File: config.mk
export PLATFORM = sky130hd
export DESIGN_NAME = ofifo_drain
export DESIGN_NICKNAME = d
export VERILOG_FILES = /design/src/rtl/ofifo_drain.sv
export SDC_FILE = /design/constraint.sdc
export NUM_CORES = 1
export LEC_CHECK = 0
export BUFFER_PORTS_ARGS = -buffer_cell sky130_fd_sc_hd__buf_4
export CORE_MARGIN = 3
export CORE_UTILIZATION = 45
export DETAILED_ROUTE_END_ITERATION = 10
export GPL_TIMING_DRIVEN = 0
export PLACE_DENSITY = 0.8
export SYNTH_ARGS = -nofsm -noshare
export SYNTH_HDL_FRONTEND = slang
export SYNTH_SLANG_ARGS = --single-unit
export TNS_END_PERCENT = 10
File: constraint.sdc
create_clock -name clk -period 8 [get_ports clk]
set_clock_uncertainty 0.15 [all_clocks]
set_input_delay 0.4 -clock clk [delete_from_list [all_inputs] [get_ports clk]]
set_output_delay 0.4 -clock clk [all_outputs]
set_load 0.01 [all_outputs]
File: src/rtl/ofifo_drain.sv
// ofifo_drain: pops num_out psum vectors from the OFIFO into psum SRAM at base_addr+index, optional RMW accumulate and ReLU; ODRAIN_SAT_EN makes the accumulate saturate.
// Latency 4 cycles/vector (5 accumulating) with ofifo_valid high; stalls in WAIT while ofifo_valid is low, and a pop is never issued without it.
module ofifo_drain #(
  parameter int col     = 8,
  parameter int psum_bw = 16,
  parameter int addr_bw = 11,
  parameter int num_out = 16
) (
  input  logic                     clk,
  input  logic                     reset,
  input  logic                     start,
  input  logic                     acc_mode,
  input  logic                     relu_en,
  input  logic [addr_bw-1:0]       base_addr,
  input  logic                     ofifo_valid,
  input  logic [col*psum_bw-1:0]   ofifo_data,
  output logic                     ofifo_rd,
  output logic                     sram_cen,
  output logic                     sram_wen,
  output logic [addr_bw-1:0]       sram_addr,
  output logic [col*psum_bw-1:0]   sram_d,
  input  logic [col*psum_bw-1:0]   sram_q,
  output logic                     busy,
  output logic                     done
);

  localparam int VW = col * psum_bw;
  localparam logic [addr_bw-1:0] LAST = addr_bw'(num_out - 1);

  typedef enum logic [2:0] {IDLE, WAIT, POP, LATCH, RDACC, WRITE, DONE} state_t;

  state_t             state_q, state_d;
  logic [addr_bw-1:0] cnt_q, cnt_d;
  logic [VW-1:0]      data_q, data_d;
  logic               acc_q, acc_d;
  logic               relu_q, relu_d;
  logic [addr_bw-1:0] base_q, base_d;
  logic [addr_bw-1:0] addr_q, addr_d;
  logic [VW-1:0]      wdat_q, wdat_d;

  function automatic logic [psum_bw-1:0] lane_add(input logic [psum_bw-1:0] a,
                                                  input logic [psum_bw-1:0] b);
    logic [psum_bw-1:0] s;
    s = a + b;
`ifdef ODRAIN_SAT_EN
    // Overflow only when both operands share a sign the result lost.
    if ((a[psum_bw-1] == b[psum_bw-1]) && (s[psum_bw-1] != a[psum_bw-1]))
      s = a[psum_bw-1] ? {1'b1, {(psum_bw-1){1'b0}}} : {1'b0, {(psum_bw-1){1'b1}}};
`endif
    return s;
  endfunction

  function automatic logic [VW-1:0] relu_vec(input logic [VW-1:0] v, input logic en);
    logic [VW-1:0] r;
    r = v;
    for (int i = 0; i < col; i++) begin
      if (en && v[i*psum_bw + psum_bw-1]) r[i*psum_bw +: psum_bw] = '0;
    end
    return r;
  endfunction

  always_comb begin
    state_d = state_q;
    cnt_d   = cnt_q;
    data_d  = data_q;
    acc_d   = acc_q;
    relu_d  = relu_q;
    base_d  = base_q;
    addr_d  = addr_q;
    wdat_d  = wdat_q;
    case (state_q)
      IDLE: begin
        if (start) begin
          acc_d   = acc_mode;
          relu_d  = relu_en;
          base_d  = base_addr;
          cnt_d   = '0;
          state_d = WAIT;
        end
      end
      WAIT: if (ofifo_valid) state_d = POP;
      POP: begin
        state_d = LATCH;
        // The accumulate read is issued in LATCH, so its address must be ready then.
        if (acc_q) addr_d = base_q + cnt_q;
      end
      LATCH: begin
        data_d = ofifo_data;
        if (acc_q) begin
          state_d = RDACC;
        end else begin
          state_d = WRITE;
          addr_d  = base_q + cnt_q;
          wdat_d  = relu_vec(ofifo_data, relu_q);
        end
      end
      RDACC: begin
        for (int i = 0; i < col; i++)
          data_d[i*psum_bw +: psum_bw] = lane_add(data_q[i*psum_bw +: psum_bw],
                                                  sram_q[i*psum_bw +: psum_bw]);
        addr_d  = base_q + cnt_q;
        wdat_d  = relu_vec(data_d, relu_q);
        state_d = WRITE;
      end
      WRITE: begin
        if (cnt_q == LAST) begin
          state_d = DONE;
        end else begin
          cnt_d   = cnt_q + 1'b1;
          state_d = WAIT;
        end
      end
      DONE:    state_d = IDLE;
      default: state_d = IDLE;
    endcase
  end

  always_ff @(posedge clk or negedge reset) begin
    if (!reset) begin
      state_q <= IDLE;
      cnt_q   <= '0;
      data_q  <= '0;
      acc_q   <= 1'b0;
      relu_q  <= 1'b0;
      base_q  <= '0;
      addr_q  <= '0;
      wdat_q  <= '0;
    end else begin
      state_q <= state_d;
      cnt_q   <= cnt_d;
      data_q  <= data_d;
      acc_q   <= acc_d;
      relu_q  <= relu_d;
      base_q  <= base_d;
      addr_q  <= addr_d;
      wdat_q  <= wdat_d;
    end
  end

  assign ofifo_rd  = (state_q == POP);
  assign sram_cen  = !(((state_q == LATCH) && acc_q) || (state_q == WRITE));
  assign sram_wen  = (state_q != WRITE);
  assign sram_addr = addr_q;
  assign sram_d    = wdat_q;
  assign busy      = (state_q != IDLE);
  assign done      = (state_q == DONE);

endmodule

======== Yosys cells after proc, flatten, opt, wreduce, memory -nomap -nowiden ========
Cells that the tools add are included.
word-level totals
  flip-flop bits (word level) ............. 294
  output and inout bits ................... 144
  logic and storage cells ................. 90
operators by class
  add/subtract/negate cells ............... 10
  equality and inequality tests ........... 13
  multiplexer cells ....................... 30
  reductions and logical operators ........ 29
operator list
  kind                                            count
  case mux 128 bit (2 select lines)               2
  2-to-1 mux 16 bit                               16
  adder 16 bit                                    8
  2-to-1 mux 128 bit                              1
  2-to-1 mux 11 bit                               4
  case mux 11 bit (3 select lines)                1
  case mux 11 bit (2 select lines)                1
  case mux 3 bit (6 select lines)                 1
  logical AND 1 bit                               17
  adder 11 x 1 -> 11 bit, second input constant   1
  adder 11 bit                                    1
  == test 11 x 4 -> 1 bit, second input constant  1
  == test 3 bit, second input constant            3
  2-to-1 mux 3 bit                                3
  != test 2 bit, second input constant            4
  == test 3 x 2 -> 1 bit, second input constant   2
  AND reduction 2 bit                             3
  AND reduction 3 bit                             2
  nonzero test 3 bit                              2
  nonzero test 2 bit                              2
  == test 3 x 1 -> 1 bit, second input constant   1
  zero test 3 bit                                 1
  != test 3 bit, second input constant            1
  != test 2 x 1 -> 1 bit, second input constant   1
  other kinds (3)                                 3

======== Depth between registers and ports, before layout ========
  depth in word-level cells ............... 4
  depth in mapped cells ................... 10
  gate-level depth less buffers ........... 9

======== Least setup slack after synthesis ========
OpenSTA, ideal clock, no wires.
  path kind ............................... input port to flip-flop
  start point ............................. in sram_q[112]
  end point ............................... reg data_q[124]
  library setup time ...................... 0.137 ns
  arrival ................................. 2.299 ns
  path slack .............................. 5.414 ns
  stages .................................. 9
  buffers on the path ..................... 0
  cells stage by stage .................... ha_1 -> fa_1 -> a211oi_1 -> o21ai_0 -> a311oi_1 -> o21bai_1 -> a21oi_1 -> xor2_1 -> a21oi_1
on the way
  word-level cells in the longest chain between the ends .. 2
RTL lines
  element                            RTL line  RTL
  from (decl)                        22        input logic [col*psum_bw-1:0] sram_q,
  adder 16 bit                       44        s = a + b;
  case mux 128 bit (2 select lines)  71        case (state_q)
  to (signal assigned)               131       data_q <= data_d;
  to (decl)                          34        logic [VW-1:0] data_q, data_d;
Every way passes these cells.
A chain may end at the register's enable or synchronous reset.

======== Worst setup path in the final report ========
  start point ............................. reg state_q[2]
  end point ............................... reg wdat_q[49], in the netlist sram_d[49]
on the way
  word-level cells in the longest chain between the ends .. 3
RTL lines
  element                                                               RTL line  RTL
  from (decl)                                                           32        state_t state_q, state_d;
  from (signal assigned)                                                129       state_q <= state_d;
  == test 3 x 2 -> 1 bit or == test 3 bit (tied branches)               71
  != test 2 bit (no source line) or nonzero test 2 bit (tied branches)  -
  AND reduction 2 bit (no source line)                                  -
  to (signal assigned)                                                  136       wdat_q <= wdat_d;
  to (decl)                                                             39        logic [VW-1:0] wdat_q, wdat_d;
Parallel ways exist; a longest one is shown, timed or not.

==> reports/qor.yml <==
worstMarginPinSlew_ps: 1260
min_path_type: "input port to flip-flop"
insertion_delay_ps: 560
worst_setup_path_start_kind: "flip-flop"
dp_hpwl_mm: 60.1
start_util_pct: 46.0
fin_tns_setup_ps: 0
final_cell_area_um2: 25900
root_buffer: "clkbuf_16"
grt_pass1_wl_mm: 124
syn_to_final_growth_pct: 33.3
net-switching-power_uw: 5480
crit_cells: 7
min_path_cells: 3
worstHoldStart: "ofifo_data[115]"
die_h_um: 214
synthCells: 2313
io_buffers: 416
viasPerCell: 6.08
post-route-period-util_pct: 48.1
rsz0062_at_grt: "no"
synth_nets: 2726
cp_slowest_cell: "o21ai_2"
grt-ovfl-total: 0
place_area_um2: 23400
cp.arrival_ps: 4180
maxCapViolCount: 0
power_frac_comb_pct: 59.8
p_int_uw: 6210
drc_errors: 0
syn_area_um2: 19500
die_x_um: 214
postCtsSetupBuffers: 0
drive_above_1_share_pct: 18.5
dieArea_um2: 45800
core_um2: 42300
reg2regPathDepth: 7
p_leak_uw: 0.0120
critPathMaxStageDelay_ps: 870
synth_edf_count: 0
finalSetupViolations: 0
firstDrtPassIters: 8
wire_per_inst_um: 23.5
p_seq_share_pct: 23.8
cp-end-kind: "flip-flop"
hold_viol: 0
drt-initial-drc-count: 2058
synth-seq-cells: 294
ff2ff_setup_slack_ps: 4150
place_ws_ps: 4210
num_rows: 75
worstHoldEndpoint: "sram_d[115]"
grt_start_max_net_pins: 102
synth_area_leaders: "dfrtp_1 38%, a21oi_1 8.5%, ha_1 8.4%, nand2_1 6.6%, nor2_1 3.9%"
clock_path_buffers: 3
track_usage_pct: 34.5
fin_nets: 3298
status: "completed"
h-tree-depth: 2
route.antenna.remaining_nets: 0
drv_slew: 0
p_per_area_nw_per_um2: 451
finalCriticalPeriod_ps: 3850
wl_mm: 82.3
cts_num_sinks: 294
cts_tree: "built"
vias: 21272
place_congestion: 0.958
ys.flop_type: "dfrtp_1"
yosysWarnings: 0
cts-buffers-inserted: 38
critPathRequiredTime_ps: 8330
critPathMostFrequentCell: "clkbuf_1"
io_pins: 417
grt_pass1_vias: 21405
yosysSeqAreaShare_pct: 37.8
cp_max_fo: 10
fmax_ghz: 0.260
cts_resized: 0
timing.rr.start: "state_q[2]"
setup_ws_ps: 4150
yosysTopAreaCellShare_pct: 37.8
total_power_uw: 11700
crit_buf_inv: 2
nFillCells: 3572
worstPathCellList: "nor2b_1 -> nand2_1 -> o21ai_2 -> clkbuf_1 -> clkbuf_1 -> nor2_1 -> o22ai_1"
antenna_found_initial: 13
holdWs_ps: 17.2
ys_types: 70
syn_avg_cell_area_um2: 8.41
async_flop_share_pct: 100
peakVddDrop_uv: 234
yosys.area.top_type: "dfrtp_1"
crit_type: "flip-flop to flip-flop"
p_clk_share_pct: 16.3
cp_top_family: "buffers and inverters"
switching_share_pct: 46.9
relSlewSlack_pct: 15.7
reg2reg_to: "sram_d[49]"
path_clk_slew_ps: 60
==> metrics by stage <==
stage               cells  utilization (%)
CTS                  3491             61.2
global route         3497             61.3
global placement     3306             55.1
floorplan            2313                -
finish               3499             61.3
detailed placement   3309             55.3
==> cells in the mapped netlist (5+ instances only) <==
cell type	count
nor2b_1	6
mux2i_1	6
o21ai_0	87
mux2_2	8
a31oi_1	54
nand2_1	343
nand4_1	18
a221o_1	26
o31ai_1	6
ha_1	131
buf_1	14
o41ai_1	7
and2_1	30
xor2_1	61
o211ai_1	8
a211o_1	9
nor3_1	6
xnor2_1	67
a221oi_1	6
dfrtp_1	294
buf_2	20
or2_2	6
o21ai_1	7
inv_1	49
a21boi_0	5
clkbuf_1	93
o21a_1	26
nor3b_1	7
a211oi_1	34
nand2b_1	18
o21bai_1	13
a21o_1	40
a21oi_1	331
nor2_1	204
nand3_1	31
a311oi_1	8
and3_1	95
o221ai_1	5
fa_1	9
o22ai_1	70
==> power groups by stage <==
stage               registers [uW]  logic [uW]  clock network, uW
floorplan                     2780        4330                  0
global placement              2750        6610                  0
detailed placement            2780        6770                  0
CTS                           2760        6860               1920
global route                  2850        7600               1980
finish                        2780        6990               1910
==> routing by layer <==
layer	track usage (%)	vias up	routed length (um)
li1	-	9493	-
met1	42.9	10303	31900
met2	56.8	1213	38300
met3	7.67	253	7980
met4	17.2	10	4160
met5	0	-	69
==> sequential cells by signal, summed over array words and instances (netlist names) <==
signal and cells:
acc_q 1, base_q 11, cnt_q 11, data_q 128
relu_q 1, sram_addr 11, sram_d 128, state_q 3
==> cells by family (layout without fill, tap and decap cells) <==
| logic type | count (synthesis) | after routing | synth area share [%] |
|---|---|---|---|
| AOI/OAI and AO/OA | 774 | 774 | 24.5 |
| xor gates and xnor gates | 128 | 128 | 5.76 |
| adders and majority gates | 140 | 140 | 9.35 |
| buffers and inverters | 178 | 779 | 3.58 |
| DFF | 294 | 294 | 37.8 |
| muxes | 14 | 14 | 0.772 |
| other | 0 | 8 | 0 |
| and+or+nand+nor | 785 | 785 | 18.2 |
==> worst register-to-register path: cells and delay by family (launching register included) <==
kind                   cells  cell delay [ps]
AND/OR/NAND/NOR            3              830
buffers and inverters      2             1300
flip-flops                 1              470
AO/OA/AOI/OAI              2             1020
==> layout by cell type (no fill, tap or decap), types with 10 or more instances in the layout <==
master / n
xor2_1: 61
a211oi_1: 34
clkbuf_16: 41
nand2_1: 343
a21oi_1: 331
o21ai_0: 87
a31oi_1: 54
nand3_1: 31
a21o_1: 40
inv_1: 49
buf_4: 415
nor2_1: 204
nand2b_1: 18
and3_1: 95
ha_1: 131
o22ai_1: 70
and2_1: 30
clkbuf_8: 10
clkbuf_1: 98
nand4_1: 18
dlygate4sd3_1: 113
o21a_1: 26
dfrtp_1: 294
buf_1: 14
o21bai_1: 13
a221o_1: 26
buf_2: 20
xnor2_1: 67
==> area by class of cell <==
cell class / count / area, um2 / share of cell area, %
timing repair buffer: 532 / 4340 / 16.8
buffer: 129 / 512 / 1.97
clock inverter: 13 / 201 / 0.777
inverter: 49 / 184 / 0.709
clock buffer: 56 / 1180 / 4.56
tap: 577 / 722 / 2.78
antenna: 8 / 20.0 / 0.0772
multi-input combinational: 1841 / 11400 / 44.0
sequential: 294 / 7360 / 28.4
==> worst max-delay path by stage <==
stage	to	from
floorplan	data_q[124]	sram_q[112]
global placement	sram_d[4]	reset
detailed placement	sram_d[72]	state_q[2]
CTS	sram_d[29]	state_q[2]
global route	sram_d[38]	state_q[2]
finish	sram_d[49]	state_q[2]
==> repair_timing <==
item                       4_1_cts  5_1_grt
hold endpoints to repair       271        0
hold buffers                   113        0
setup endpoints to repair        0        0
Note: power is estimated with default switching activity, not from simulation.
